$ cat src/rtl/writeback_stage_pkg.sv
// Shared types for the writeback stage: word/register types, writeback
// source and load size encodings, and the MEM/WB latch record.
package writeback_stage_pkg;

    typedef logic [31:0] word_t;
    typedef logic [4:0]  regbits_t;

    typedef enum logic [1:0] {
        WB_ALU  = 2'd0,
        WB_LOAD = 2'd1,
        WB_PC4  = 2'd2,
        WB_LUI  = 2'd3
    } wbsrc_t;

    typedef enum logic [1:0] {
        LS_WORD = 2'd0,
        LS_HALF = 2'd1,
        LS_BYTE = 2'd2
    } lsize_t;

    // Contents of the MEM/WB pipeline latch. An all-zero value is a bubble.
    typedef struct packed {
        logic        valid;
        logic        regwen;
        regbits_t    wsel;
        wbsrc_t      wbsrc;
        lsize_t      lsize;
        logic        lsigned;
        word_t       alu_out;
        word_t       dload;
        word_t       pc4;
        logic [15:0] imm16;
        logic        halt;
    } wb_latch_t;

endpackage

$ cat src/rtl/writeback_stage_if.sv
// MEM-stage inputs and register-file / forwarding / status outputs of the
// writeback stage. The slave side is the writeback stage itself.
interface writeback_stage_if #(
    parameter int unsigned CNT_W = 32
) ();
    import writeback_stage_pkg::*;

    logic             wb_en;
    logic             wb_flush;
    logic             mem_valid;
    logic             mem_regwen;
    regbits_t         mem_wsel;
    wbsrc_t           mem_wbsrc;
    lsize_t           mem_lsize;
    logic             mem_lsigned;
    word_t            mem_alu_out;
    word_t            mem_dload;
    word_t            mem_pc4;
    logic [15:0]      mem_imm16;
    logic             mem_halt;

    logic             rf_WEN;
    regbits_t         rf_wsel;
    word_t            rf_wdat;
    logic             fwd_wen;
    regbits_t         fwd_wsel;
    word_t            fwd_wdat;
    logic             halt;
    logic [CNT_W-1:0] retired;

    modport master (
        output wb_en, wb_flush, mem_valid, mem_regwen, mem_wsel, mem_wbsrc,
               mem_lsize, mem_lsigned, mem_alu_out, mem_dload, mem_pc4,
               mem_imm16, mem_halt,
        input  rf_WEN, rf_wsel, rf_wdat, fwd_wen, fwd_wsel, fwd_wdat,
               halt, retired
    );

    modport slave (
        input  wb_en, wb_flush, mem_valid, mem_regwen, mem_wsel, mem_wbsrc,
               mem_lsize, mem_lsigned, mem_alu_out, mem_dload, mem_pc4,
               mem_imm16, mem_halt,
        output rf_WEN, rf_wsel, rf_wdat, fwd_wen, fwd_wsel, fwd_wdat,
               halt, retired
    );

endinterface

$ cat src/rtl/writeback_stage_load_formatter.sv
// Combinational load data formatter: selects the addressed byte/halfword
// of the raw memory word and zero- or sign-extends it to a full word.
module load_formatter
    import writeback_stage_pkg::*;
(
    input  word_t      dload_i,
    input  logic [1:0] offset_i,
    input  lsize_t     lsize_i,
    input  logic       lsigned_i,
    output word_t      data_o
);

    logic [15:0] half_v;
    logic [7:0]  byte_v;

    // Lane selection and extension by access size.
    always_comb begin
        half_v = offset_i[1] ? dload_i[31:16] : dload_i[15:0];
        case (offset_i)
            2'd0:    byte_v = dload_i[7:0];
            2'd1:    byte_v = dload_i[15:8];
            2'd2:    byte_v = dload_i[23:16];
            default: byte_v = dload_i[31:24];
        endcase
        case (lsize_i)
            LS_HALF: data_o = {{16{lsigned_i & half_v[15]}}, half_v};
            LS_BYTE: data_o = {{24{lsigned_i & byte_v[7]}}, byte_v};
            default: data_o = dload_i;
        endcase
    end

endmodule

$ cat src/rtl/writeback_stage.sv
// MEM/WB latch with writeback source selection, register-file write port,
// forwarding tap, sticky halt flag and retired-instruction counter.
module writeback_stage
    import writeback_stage_pkg::*;
#(
    parameter int unsigned CNT_W = 32
) (
    input logic              CLK,
    input logic              nRST,
    writeback_stage_if.slave bus
);

    wb_latch_t        latch_q, latch_d;
    logic             counted_q, counted_d;
    logic             halt_q, halt_d;
    logic [CNT_W-1:0] retired_q, retired_d;

    word_t            load_data;
    word_t            wdat;
    logic             wen;

    load_formatter u_load_formatter (
        .dload_i   (latch_q.dload),
        .offset_i  (latch_q.alu_out[1:0]),
        .lsize_i   (latch_q.lsize),
        .lsigned_i (latch_q.lsigned),
        .data_o    (load_data)
    );

    // Next-state for latch, counted flag, halt flag and retired counter.
    // An instruction is counted once on its first cycle in WB; the counted
    // flag stops stalled repeats from being counted again.
    always_comb begin
        latch_d   = latch_q;
        counted_d = counted_q | (latch_q.valid & ~halt_q);
        halt_d    = halt_q | (latch_q.valid & latch_q.halt);
        retired_d = retired_q;
        if (latch_q.valid && !halt_q && !counted_q) begin
            retired_d = retired_q + CNT_W'(1);
        end
        if (halt_q) begin
            latch_d = latch_q;
        end else if (bus.wb_flush) begin
            latch_d   = '0;
            counted_d = 1'b0;
        end else if (bus.wb_en) begin
            latch_d.valid   = bus.mem_valid;
            latch_d.regwen  = bus.mem_regwen;
            latch_d.wsel    = bus.mem_wsel;
            latch_d.wbsrc   = bus.mem_wbsrc;
            latch_d.lsize   = bus.mem_lsize;
            latch_d.lsigned = bus.mem_lsigned;
            latch_d.alu_out = bus.mem_alu_out;
            latch_d.dload   = bus.mem_dload;
            latch_d.pc4     = bus.mem_pc4;
            latch_d.imm16   = bus.mem_imm16;
            latch_d.halt    = bus.mem_halt;
            counted_d       = 1'b0;
        end
    end

    // State registers, asynchronously cleared by nRST.
    always_ff @(posedge CLK or negedge nRST) begin
        if (!nRST) begin
            latch_q   <= '0;
            counted_q <= 1'b0;
            halt_q    <= 1'b0;
            retired_q <= '0;
        end else begin
            latch_q   <= latch_d;
            counted_q <= counted_d;
            halt_q    <= halt_d;
            retired_q <= retired_d;
        end
    end

    // Writeback data select and write enable; HALT and $0 never write.
    always_comb begin
        case (latch_q.wbsrc)
            WB_LOAD: wdat = load_data;
            WB_PC4:  wdat = latch_q.pc4;
            WB_LUI:  wdat = {latch_q.imm16, 16'h0000};
            default: wdat = latch_q.alu_out;
        endcase
        wen = latch_q.valid & latch_q.regwen & (latch_q.wsel != '0)
              & ~halt_q & ~latch_q.halt;
    end

    assign bus.rf_WEN   = wen;
    assign bus.rf_wsel  = latch_q.wsel;
    assign bus.rf_wdat  = wdat;
    assign bus.fwd_wen  = wen;
    assign bus.fwd_wsel = latch_q.wsel;
    assign bus.fwd_wdat = wdat;
    assign bus.halt     = halt_q;
    assign bus.retired  = retired_q;

endmodule

$ cat src/flat_wrapper.sv
// flat-port wrapper written by rule: the top's interface ports become plain ports
module writeback_stage_flat import writeback_stage_pkg::*;
#(
    parameter int unsigned CNT_W = 32
)
  (CLK, nRST, bus_wb_en, bus_wb_flush, bus_mem_valid, bus_mem_regwen, bus_mem_wsel, bus_mem_wbsrc, bus_mem_lsize, bus_mem_lsigned, bus_mem_alu_out, bus_mem_dload, bus_mem_pc4, bus_mem_imm16, bus_mem_halt, bus_rf_WEN, bus_rf_wsel, bus_rf_wdat, bus_fwd_wen, bus_fwd_wsel, bus_fwd_wdat, bus_halt, bus_retired);
  writeback_stage_if #(.CNT_W(CNT_W)) bus_i ();
  input logic CLK;
  input logic nRST;
  input wire logic [$bits(bus_i.wb_en)-1:0] bus_wb_en;
  input wire logic [$bits(bus_i.wb_flush)-1:0] bus_wb_flush;
  input wire logic [$bits(bus_i.mem_valid)-1:0] bus_mem_valid;
  input wire logic [$bits(bus_i.mem_regwen)-1:0] bus_mem_regwen;
  input wire logic [$bits(bus_i.mem_wsel)-1:0] bus_mem_wsel;
  input wire logic [$bits(bus_i.mem_wbsrc)-1:0] bus_mem_wbsrc;
  input wire logic [$bits(bus_i.mem_lsize)-1:0] bus_mem_lsize;
  input wire logic [$bits(bus_i.mem_lsigned)-1:0] bus_mem_lsigned;
  input wire logic [$bits(bus_i.mem_alu_out)-1:0] bus_mem_alu_out;
  input wire logic [$bits(bus_i.mem_dload)-1:0] bus_mem_dload;
  input wire logic [$bits(bus_i.mem_pc4)-1:0] bus_mem_pc4;
  input wire logic [$bits(bus_i.mem_imm16)-1:0] bus_mem_imm16;
  input wire logic [$bits(bus_i.mem_halt)-1:0] bus_mem_halt;
  output wire logic [$bits(bus_i.rf_WEN)-1:0] bus_rf_WEN;
  output wire logic [$bits(bus_i.rf_wsel)-1:0] bus_rf_wsel;
  output wire logic [$bits(bus_i.rf_wdat)-1:0] bus_rf_wdat;
  output wire logic [$bits(bus_i.fwd_wen)-1:0] bus_fwd_wen;
  output wire logic [$bits(bus_i.fwd_wsel)-1:0] bus_fwd_wsel;
  output wire logic [$bits(bus_i.fwd_wdat)-1:0] bus_fwd_wdat;
  output wire logic [$bits(bus_i.halt)-1:0] bus_halt;
  output wire logic [$bits(bus_i.retired)-1:0] bus_retired;
  assign bus_i.wb_en = bus_wb_en;
  assign bus_i.wb_flush = bus_wb_flush;
  assign bus_i.mem_valid = bus_mem_valid;
  assign bus_i.mem_regwen = bus_mem_regwen;
  assign bus_i.mem_wsel = bus_mem_wsel;
  assign bus_i.mem_wbsrc = bus_mem_wbsrc;
  assign bus_i.mem_lsize = bus_mem_lsize;
  assign bus_i.mem_lsigned = bus_mem_lsigned;
  assign bus_i.mem_alu_out = bus_mem_alu_out;
  assign bus_i.mem_dload = bus_mem_dload;
  assign bus_i.mem_pc4 = bus_mem_pc4;
  assign bus_i.mem_imm16 = bus_mem_imm16;
  assign bus_i.mem_halt = bus_mem_halt;
  assign bus_rf_WEN = bus_i.rf_WEN;
  assign bus_rf_wsel = bus_i.rf_wsel;
  assign bus_rf_wdat = bus_i.rf_wdat;
  assign bus_fwd_wen = bus_i.fwd_wen;
  assign bus_fwd_wsel = bus_i.fwd_wsel;
  assign bus_fwd_wdat = bus_i.fwd_wdat;
  assign bus_halt = bus_i.halt;
  assign bus_retired = bus_i.retired;
  writeback_stage #(.CNT_W(CNT_W)) u_core (.CLK(CLK), .nRST(nRST), .bus(bus_i));
endmodule
$ cat config.mk
export PLATFORM = sky130hd
export DESIGN_NAME = writeback_stage_flat
export DESIGN_NICKNAME = d
export VERILOG_FILES = /design/src/rtl/writeback_stage_pkg.sv /design/src/rtl/writeback_stage_if.sv /design/src/rtl/writeback_stage_load_formatter.sv /design/src/rtl/writeback_stage.sv /design/src/flat_wrapper.sv
export SDC_FILE = /design/constraint.sdc
export NUM_CORES = 1
export LEC_CHECK = 0
export CAP_MARGIN = 20
export CORE_ASPECT_RATIO = 0.5
export CORE_MARGIN = 2
export CORE_UTILIZATION = 49
export DETAILED_ROUTE_END_ITERATION = 6
export GPL_TIMING_DRIVEN = 0
export PLACE_DENSITY_LB_ADDON = 0.3
export SYNTH_ARGS = -nofsm -noshare
export SYNTH_HDL_FRONTEND = slang
export SYNTH_SLANG_ARGS = --single-unit
$ cat constraint.sdc
create_clock -name CLK -period 3 [get_ports CLK]
set_input_delay 0.9 -clock CLK [delete_from_list [all_inputs] [get_ports CLK]]
set_output_delay 0.9 -clock CLK [all_outputs]
set_load 0.05 [all_outputs]
# [Word-level counts from Yosys, hierarchy flattened]
# Index checks and enable logic that the tools add are counted.
[word_totals] register_bits=159 input_bits=129 out_inout_bits=109 wordCells=51
[classes] n_addsub=1 eq_ne=7 n_mux=9 bitwise=12 reduce_logical=8
[ops] operator="2-to-1 mux 125 bit" n=2
[ops] operator="one-hot mux 32 bit (3 select lines)" n=1
[ops] operator="one-hot mux 32 bit (2 select lines)" n=1
[ops] operator="adder 32 x 1 -> 32 bit (second input constant)" n=1
[ops] operator="one-hot mux 8 bit (3 select lines)" n=1
[ops] operator="2-to-1 mux 16 bit" n=1
[ops] operator="bitwise AND 1 bit" n=8
[ops] operator="== test 2 bit (second input constant)" n=4
[ops] operator="== test 2 x 1 -> 1 bit (second input constant)" n=3
[ops] operator="nonzero test 5 bit" n=1
[ops] operator="2-to-1 mux 1 bit" n=3
[ops] operator="logical AND 1 bit" n=2
[ops] operator="zero test 1 bit" n=2
[ops] operator="zero test 2 bit" n=1
[ops] operator="NOT 1 bit" n=2
[ops] operator="bitwise OR 1 bit" n=2
[ops] operator="AND reduction 2 bit" n=1
[ops] operator="nonzero test 2 bit" n=1

# [Logic depth before layout (Yosys ltp)]
# Gate-level depths: netlist (run 1).
[logic_depth] word_depth=6 depth_mapped=8 ltp_nobuf=6

# [Hierarchy]
# A second synthesis (run 1) with hierarchy kept.
[unflattened] hier_cells=910 area_unflattened_um2=8553.2
[by_module_without_submodules] module="writeback_stage" n_inst=1 cells_per_inst=799 area_per_inst_um2=7822.5 seq_area_each_um2=3978.8
[by_module_without_submodules] module="load_formatter" n_inst=1 cells_per_inst=111 area_per_inst_um2=730.7 seq_area_each_um2=0.0

# [Worst setup path before layout (run 1)]
# Ideal clock, no wire load.
[synth_path] path_kind="register to output" startpoint="reg u_core.halt_q, in the netlist u_core.bus.halt" endpoint="out bus_rf_WEN" arrival_ns=2.851 t_required_ns=2.100 path_slack_ns=-0.751 stages_incl_launch_ff=4 n_path_buf=1 path_cell_list="dfrtp_1 nor2b_1 nor4bb_1 buf_4"
[synth_between] elab_chain_cells=3
[synth_lines] element="from (decl)" line="writeback_stage.sv:15" rtl="logic halt_q, halt_d;"
[synth_lines] element="from (signal assigned)" line="writeback_stage.sv:72" rtl="halt_q <= halt_d;"
[synth_lines] element="NOT 1 bit (no line)"
[synth_lines] element="bitwise AND 1 bit (2 in series)" line="writeback_stage.sv:86" rtl="& ~halt_q & ~latch_q.halt;"
[synth_lines] element="to (decl)" line="flat_wrapper.sv:23" rtl="output wire logic [$bits(bus_i.rf_WEN)-1:0] bus_rf_WEN;"
# No other way between the ends.

# [Worst setup path after layout (run 1)]
[layout_path] startpoint="reg u_core.latch_q[56] (netlist name)" endpoint="out bus_rf_wdat[17]"
[layout_between] elab_chain_cells=4
[layout_lines] element="from (decl)" line="writeback_stage.sv:13" rtl="wb_latch_t latch_q, latch_d;"
[layout_lines] element="from (signal assigned)" line="writeback_stage.sv:70" rtl="latch_q <= latch_d;"
[layout_lines] element="one-hot mux 8 bit (3 select lines)" line="writeback_stage_load_formatter.sv:19" rtl="case (offset_i)"
[layout_lines] element="bitwise AND 1 bit" line="writeback_stage_load_formatter.sv:27" rtl="LS_BYTE: data_o = {{24{lsigned_i & byte_v[7]}}, byte_v};"
[layout_lines] element="one-hot mux 32 bit (2 select lines)" line="writeback_stage_load_formatter.sv:25" rtl="case (lsize_i)"
[layout_lines] element="one-hot mux 32 bit (3 select lines)" line="writeback_stage.sv:79" rtl="case (latch_q.wbsrc)"
[layout_lines] element="to (decl)" line="flat_wrapper.sv:25" rtl="output wire logic [$bits(bus_i.rf_wdat)-1:0] bus_rf_wdat;"
# No other way between the ends.

==> results of run 1 <==
cells by family after synthesis:
kind of cell    synth area share
flops                      0.466
buf+inv                   0.0795
xor+xnor                  0.0318
simple gates               0.215
mux                       0.0496
compound gates             0.154
fa+ha+maj                0.00440
Yosys cell counts (5+ instances only):
library cell and number:
nand4_1 16, mux2_2 8, and2_1 5, mux2i_1 31, clkbuf_1 46, nand2b_1 127
buf_4 43, dfrtp_1 159, a21o_1 5, nor2_1 10, nand3_1 13, a22oi_1 5
buf_2 14, o211ai_1 9, inv_1 20, o221ai_1 18, a21oi_1 40, buf_1 7
nor2b_1 7, o21ai_0 134, xnor2_1 30, nand2_1 163
sequential cells by signal (all words and copies together), names as in the netlist:
signal	cells
u_core.bus.fwd_wsel	5
u_core.bus.halt	1
u_core.bus.retired	32
u_core.counted_q	1
u_core.latch_q	120
worst register-to-register path, delay by kind of cell, from the launching register on:
family          cells  cell delay (ns)
compound gates      2             0.43
flops               1             0.42
buf+inv             3             1.16
simple gates        1             0.10
final cells by class:
class | instances | area [µm²]
flip-flops and latches | 159 | 3990
clock buffers | 19 | 443
fillers | 1193 | 4050
well taps | 234 | 293
clock inverters | 13 | 209
multi-input cells | 663 | 4530
repair buffers | 259 | 2800
inverters | 20 | 75.1
plain buffers | 110 | 852
path summary, 6_finish.rpt:
check | start | end | slack [ns]
worst min-delay path | u_core.latch_q[46] | u_core.latch_q[46] | 0.48
worst max-delay path | u_core.latch_q[56] | bus_rf_wdat[17] | -0.27
min in group asynchronous | nRST | u_core.bus.retired[2] | 0.49
worst min register to register | u_core.latch_q[46] | u_core.latch_q[46] | 0.48
worst max register to register | u_core.bus.halt | u_core.latch_q[101] | 0.78
max in group asynchronous | nRST | u_core.latch_q[82] | 1.63
repair_timing:
action | 4_1_cts | 5_1_grt
setup endpoints to repair | 153 | 66
buffers inserted | 16 | 4
cloned | 3 | 0
resized for setup | 562 | 44
pin swaps | 38 | 19
stage by stage:
step                TNS [ns]  utilization  hold slack [ns]  instance area [µm²]
finish                 -8.97        0.765            0.483                13200
global route          -11.77        0.765            0.505                13200
CTS                    -7.94        0.758            0.486                13100
detailed placement    -93.56        0.679            0.470                11700
global placement     -915.62        0.677            0.462                11700
floorplan              -1.20            -            0.444                 9020
per-layer routing:
| layer | GRT usage | vias to the layer above | wire (µm) |
|---|---|---|---|
| li1 | - | 3734 | - |
| met1 | 0.410 | 4082 | 11500 |
| met2 | 0.530 | 392 | 14100 |
| met3 | 0.0964 | 58 | 2890 |
| met4 | 0.0817 | 0 | 599 |
| met5 | 0 | - | 0 |
power by group:
part / internal (mW) / switching [mW] / leakage, nW
Clock: 1.50 / 0.933 / 0.310
Combinational: 3.52 / 5.07 / 3.11
Sequential: 2.77 / 0.556 / 2.09
Total: 7.79 / 6.56 / 5.51
==> out/results.txt, run 1 <==
max-slew violation count: 0
critical path type: reg2out
CTS max path bufs: 2
vias per cell: 5.60
failing checks: negative setup slack
clock-pin slew on the worst setup and hold paths: 0.06 ns
Seq/Total Area, Yosys: 0.466
Starting Density: 0.495
synth warn: 0
Synth top area share: 0.466
VDD IR max: 0.000888 V
largest net degree at the start of global routing: 94
Chip Width: 191 µm
mapped cell area: 0.00853 mm²
row cnt: 34
CTS tree: yes
share of post-route cells with drive strength above 1: 0.237
status: complete, but fails checks
Crit path max-delay family: multiplexers
area delta synth->final: 54.5%
dominant synthesized flop cell: dfrtp_1
antenna cell count: 0
synth top area cells: dfrtp_1 (47%), nand2b_1 (9.3%), o21ai_0 (7.9%), nand2_1 (7.2%), buf_4 (3.8%)
net count reported at finish: 1362
final wirelength: 29100 µm
CP bufs+invs: 3
largest area contributor in the netlist: dfrtp_1
Iter 0 DRT Violations: 621
Worst Skew: 0.00595 ns
min Tclk post-route: 3.27 ns
Max Fclk: 0.306 GHz
GRT Util Overall: 0.320
crit start category: flip-flop
HP Class: reg2reg
I/O pin count: 238
H-tree depth: 4
I/O Buffers: 236
max-cap violations: 0
routability cong.: 0.906
leading cell type in the layout, fill and taps excluded: clkdlybuf4s50_1
Slew @ Worst Pin: 0.924 ns
Worst Reg-to-Reg Cells: 6
Req. time, crit path: 2.10 ns
root buffer cell: clkbuf_16
Post-Syn Nets: 1085
post-synthesis average cell area: 8.95 µm²
Final Hold Viols: 0
critical path depth in cells: 7
wire per inst: 19.7 µm
number of global-route vias before repair: 8397
Vert. Die Dim: 97.3 µm
Tcrit/Tclk final: 1.09
CTS Buf Count: 17
slowest stage cell, crit path: mux4_2
LEAKAGE: 5.51 nW
vias: 8266
core area: 0.0172 mm²
Max Fanout on Critical Path: 5
grt ovf: 0
Cells after Synth: 953
Detailed Place HPWL: 20600 µm
CTS Sinks: 159
Post-CTS Hold Fix Bufs: 0
initial antenna violation count: 0
clk_lat worst skew: 0.43 ns
Post-synth ARST share: 1.00
worst-path cell chain: mux4_2, nand2_2, a21o_4, buf_16, o221ai_4, buf_6, buf_8
RSZ-0062 raised after global routing: yes
crit path DAT: 2.37 ns
Post-synth EDFFs: 0
# placed instances: 1424
Setup WS pre-CTS: -1.02 ns
Distinct cells, synth: 48
Max stage delay on crit path: 0.55 ns
Cell Count, Final, Fillers Out: 1477
Hold Path Stages: 2
final worst slack: -0.270 ns
Setup crit end kind: output port
Pwr Total: 14.4 mW
Detail Route Antenna Nets: 0
DRC viols: 0
total iterations of the first detailed-routing run: 5
# setup viols final: 61
commonest non-fill, non-tap cells in the layout: clkdlybuf4s50_1 (169), nand2_1 (160), dfrtp_1 (154)
post-synthesis sequential element count: 159
P per Cell Area: 1090 mW/mm²
first-pass GRT wire length: 45500 µm
Die Area: 0.0185 mm²
Slew headroom: 0.384
(Power assumes the default switching activity.)
==> run 2: changes to the inputs <==
--- a/config.mk
+++ b/config.mk
@@ -11,7 +11,8 @@
 export CORE_UTILIZATION = 49
 export DETAILED_ROUTE_END_ITERATION = 6
 export GPL_TIMING_DRIVEN = 0
-export PLACE_DENSITY_LB_ADDON = 0.3
+export PLACE_DENSITY = 0.88
 export SYNTH_ARGS = -nofsm -noshare
 export SYNTH_HDL_FRONTEND = slang
+export SYNTH_HIERARCHICAL = 1
 export SYNTH_SLANG_ARGS = --single-unit
==> out/results.txt, run 2 <==
status: complete, but fails checks
failing checks: negative setup slack
CTS tree: yes
LEAKAGE: 5.27 nW (-4.4%)
post-synthesis sequential element count: 159 (unchanged)
DRC viols: 0 (unchanged)
Tcrit/Tclk final: 1.21 (+0.118)
met1 WL: 11300 µm (-2.0%)
slowest stage cell, crit path: mux4_2
clk_lat worst skew: 0.44 ns (about the same)
routability cong.: 0.898 (-0.80%)
Cells after Synth: 910 (-4.5%)
top post-synthesis cells by count: nand2_1 (170), dfrtp_1 (159), o21ai_0 (141)
Max Fanout on Critical Path: 7 (+2)
reg-to-reg setup timing slack: 1.02 ns (+0.24 ns)
Crit Reg-Reg Startpoint: u_core/bus.halt
Iter 0 DRT Violations: 722 (+16%)
highest metal used: met4
I/O pin count: 238 (unchanged)
Synth top area share: 0.465 (-0.00123)
max reg flops: 120 (unchanged)
Die Area: 0.0186 mm² (+0.25%)
commonest non-fill, non-tap cells in the layout: nand2_1 (170), clkdlybuf4s50_1 (169), dfrtp_1 (154)
worst setup path start: u_core/latch_q[114]
clock-pin slew on the worst setup and hold paths: 0.08 ns (+0.02 ns)
synth top area cells: dfrtp_1 (47%), nand2b_1 (9.2%), o21ai_0 (8.3%), nand2_1 (7.5%), mux4_2 (4.2%)
Seq/Total Area, Yosys: 0.465 (-0.00123)
Detailed Place HPWL: 20100 µm (-2.3%)
met3 WL: 2250 µm (-22%)
setup TNS: -26.45 ns (-17.47 ns)
critical path type: reg2out
area delta synth->final: 44.2%
grt ovf: 0 (unchanged)
antenna cell count: 0 (unchanged)
Slew headroom: 0.423 (+0.0391)
largest net degree at the start of global routing: 105 (+12%)
FF-to-FF End: u_core/latch_q[18]
Crit path max-delay family: buffers and inverters
synth warn: 6 (+6)
share of post-route cells with drive strength above 1: 0.235 (-0.00223)
Finished Core Util: 0.716 (-0.0489)
dominant synthesized flop cell: dfrtp_1
crit path DAT: 2.72 ns (+0.35 ns)
Post-Syn Nets: 1042 (-4.0%)
Worst Reg-to-Reg Cells: 6 (unchanged)
Vert. Die Dim: 97.4 µm (+0.12%)
crit start category: flip-flop
vias: 7980 (-3.5%)
Max stage delay on crit path: 0.51 ns (-0.04 ns)
Final Hold Viols: 0 (unchanged)
I/O Buffers: 236 (unchanged)
first-pass GRT wire length: 43200 µm (-5.0%)
Worst Skew: 0.0110 ns (+0.00504 ns)
post-synthesis average cell area: 9.40 µm² (+5.0%)
net count reported at finish: 1310 (-3.8%)
met2 WL: 13900 µm (-1.8%)
row cnt: 34 (unchanged)
CTS Sinks: 159 (unchanged)
Chip Width: 191 µm (+0.13%)
max-slew violation count: 0 (unchanged)
Req. time, crit path: 2.10 ns (about the same)
max-cap violations: 0 (unchanged)
critical path depth in cells: 10 (+3)
Starting Density: 0.496 (+0.00131)
RSZ-0062 raised after global routing: yes
# setup viols final: 65 (+6.6%)
total iterations of the first detailed-routing run: 6 (+1)
Biggest register: u_core/latch_q
CTS Buf Count: 17 (unchanged)
most numerous cell in the Yosys netlist: nand2_1
worst-path cell chain: inv_2, ha_4, a21oi_4, nor3b_4, buf_6, buf_8, a21oi_2, mux4_2, buf_6, buf_8
mapped cell area: 0.00855 mm² (+0.26%)
VDD IR max: 0.000654 V (-26%)
CP bufs+invs: 5 (+2)
min Tclk post-route: 3.62 ns (+0.353 ns)
final worst slack: -0.623 ns (-0.353 ns)
Distinct cells, synth: 50 (+4.2%)
Post-synth ARST share: 1.00 (unchanged)
CTS max path bufs: 2 (unchanged)
wire per inst: 19.9 µm (+0.84%)
number of global-route vias before repair: 8074 (-3.8%)
Slew @ Worst Pin: 0.859 ns (-0.0657 ns)
H-tree depth: 4 (unchanged)
Detail Route Antenna Nets: 0 (unchanged)
final wirelength: 28300 µm (-2.7%)
vias per cell: 5.60 (about the same)
Post-synth EDFFs: 0 (unchanged)
core area: 0.0172 mm² (unchanged)
HP Class: in2async
GRT Util Overall: 0.303 (-0.0169)
largest area contributor in the netlist: dfrtp_1
P per Cell Area: 1060 mW/mm² (-2.3%)
Max Fclk: 0.276 GHz (-9.7%)
root buffer cell: clkbuf_16
initial antenna violation count: 0 (unchanged)
Setup crit end kind: output port
leading cell type in the layout, fill and taps excluded: nand2_1
crit path to: bus_rf_wdat[21]
==> run 2: changes by cell type after synthesis, sizes merged, moves of 5 or more <==
cell / previous run / this run
xnor2: 30 / 21
nand2: 163 / 170
inv: 20 / 5
mux2i: 31 / 18
mux4: 1 / 16
o2bb2ai: 0 / 7
o21ai: 134 / 143
o221ai: 18 / 0
nand4: 16 / 11
a21oi: 40 / 33
xor2: 1 / 10
o211ai: 9 / 0
==> run 2: worst min path at each step <==
stage,depth (start not counted),to,slack (ns),startpoint
floorplan,2,u_core/latch_q[123],0.44,u_core/latch_q[123]
global placement,2,u_core/latch_q[34],0.46,u_core/latch_q[34]
detailed placement,2,u_core/latch_q[36],0.47,u_core/latch_q[36]
CTS,1,u_core/latch_q[71],0.44,nRST
global route,1,u_core/latch_q[71],0.45,nRST
finish,1,u_core/latch_q[71],0.41,nRST
==> run 2: cells by family after synthesis <==
logic type,share of synthesized area
and+or+nand+nor,0.225
AOI/OAI and AO/OA,0.127
DFF,0.465
buffers and inverters,0.0711
muxes,0.0755
xor gates and xnor gates,0.0317
adders and majority gates,0.00439
==> run 2: timing repair <==
item,CTS,global route
setup endpoints to repair,66,65
gates cloned,1,0
hold buffers,0,0
hold endpoints to repair,0,0
resized for setup,412,86
setup buffers,8,7
pin swaps,3,4
==> run 2: layout make-up <==
cell class | instances | area, µm²
Multi-Input combinational cell | 639 | 4200
Tap cell | 234 | 293
Sequential cell | 159 | 3990
Clock inverter | 15 | 168
Buffer | 103 | 684
Clock buffer | 17 | 425
Inverter | 5 | 18.8
Timing Repair Buffer | 253 | 2570
Fill cell | 1250 | 4890
==> run 2: routing by layer <==
layer | global-route usage | vias to the layer above
met2 | 0.506 | 390
met3 | 0.0516 | 86
li1 | - | 3576
met1 | 0.391 | 3928
met5 | 0 | -
met4 | 0.127 | 0
==> run 2: report_power, final <==
group | internal [mW] | switching (mW) | total (mW) | leakage [nW]
Combinational | 2.96 | 4.70 | 7.66 | 2.90
Clock | 1.12 | 1.05 | 2.16 | 0.279
Sequential | 2.77 | 0.532 | 3.30 | 2.09
==> run 2: stage by stage <==
stage                     setup WS, ns  power [mW]  cells  hold slack [ns]  instance area [µm²]
final                           -0.623        13.1   1425            0.410                12300
after global routing            -0.671        13.6   1425            0.448                12300
after CTS                       -0.601        12.7   1419            0.439                12200
after detailed placement         -1.05        10.2   1381            0.465                11400
after global placement           -5.11        10.0   1380            0.458                11300
after floorplan                 -0.182        7.91    910            0.442                 8690
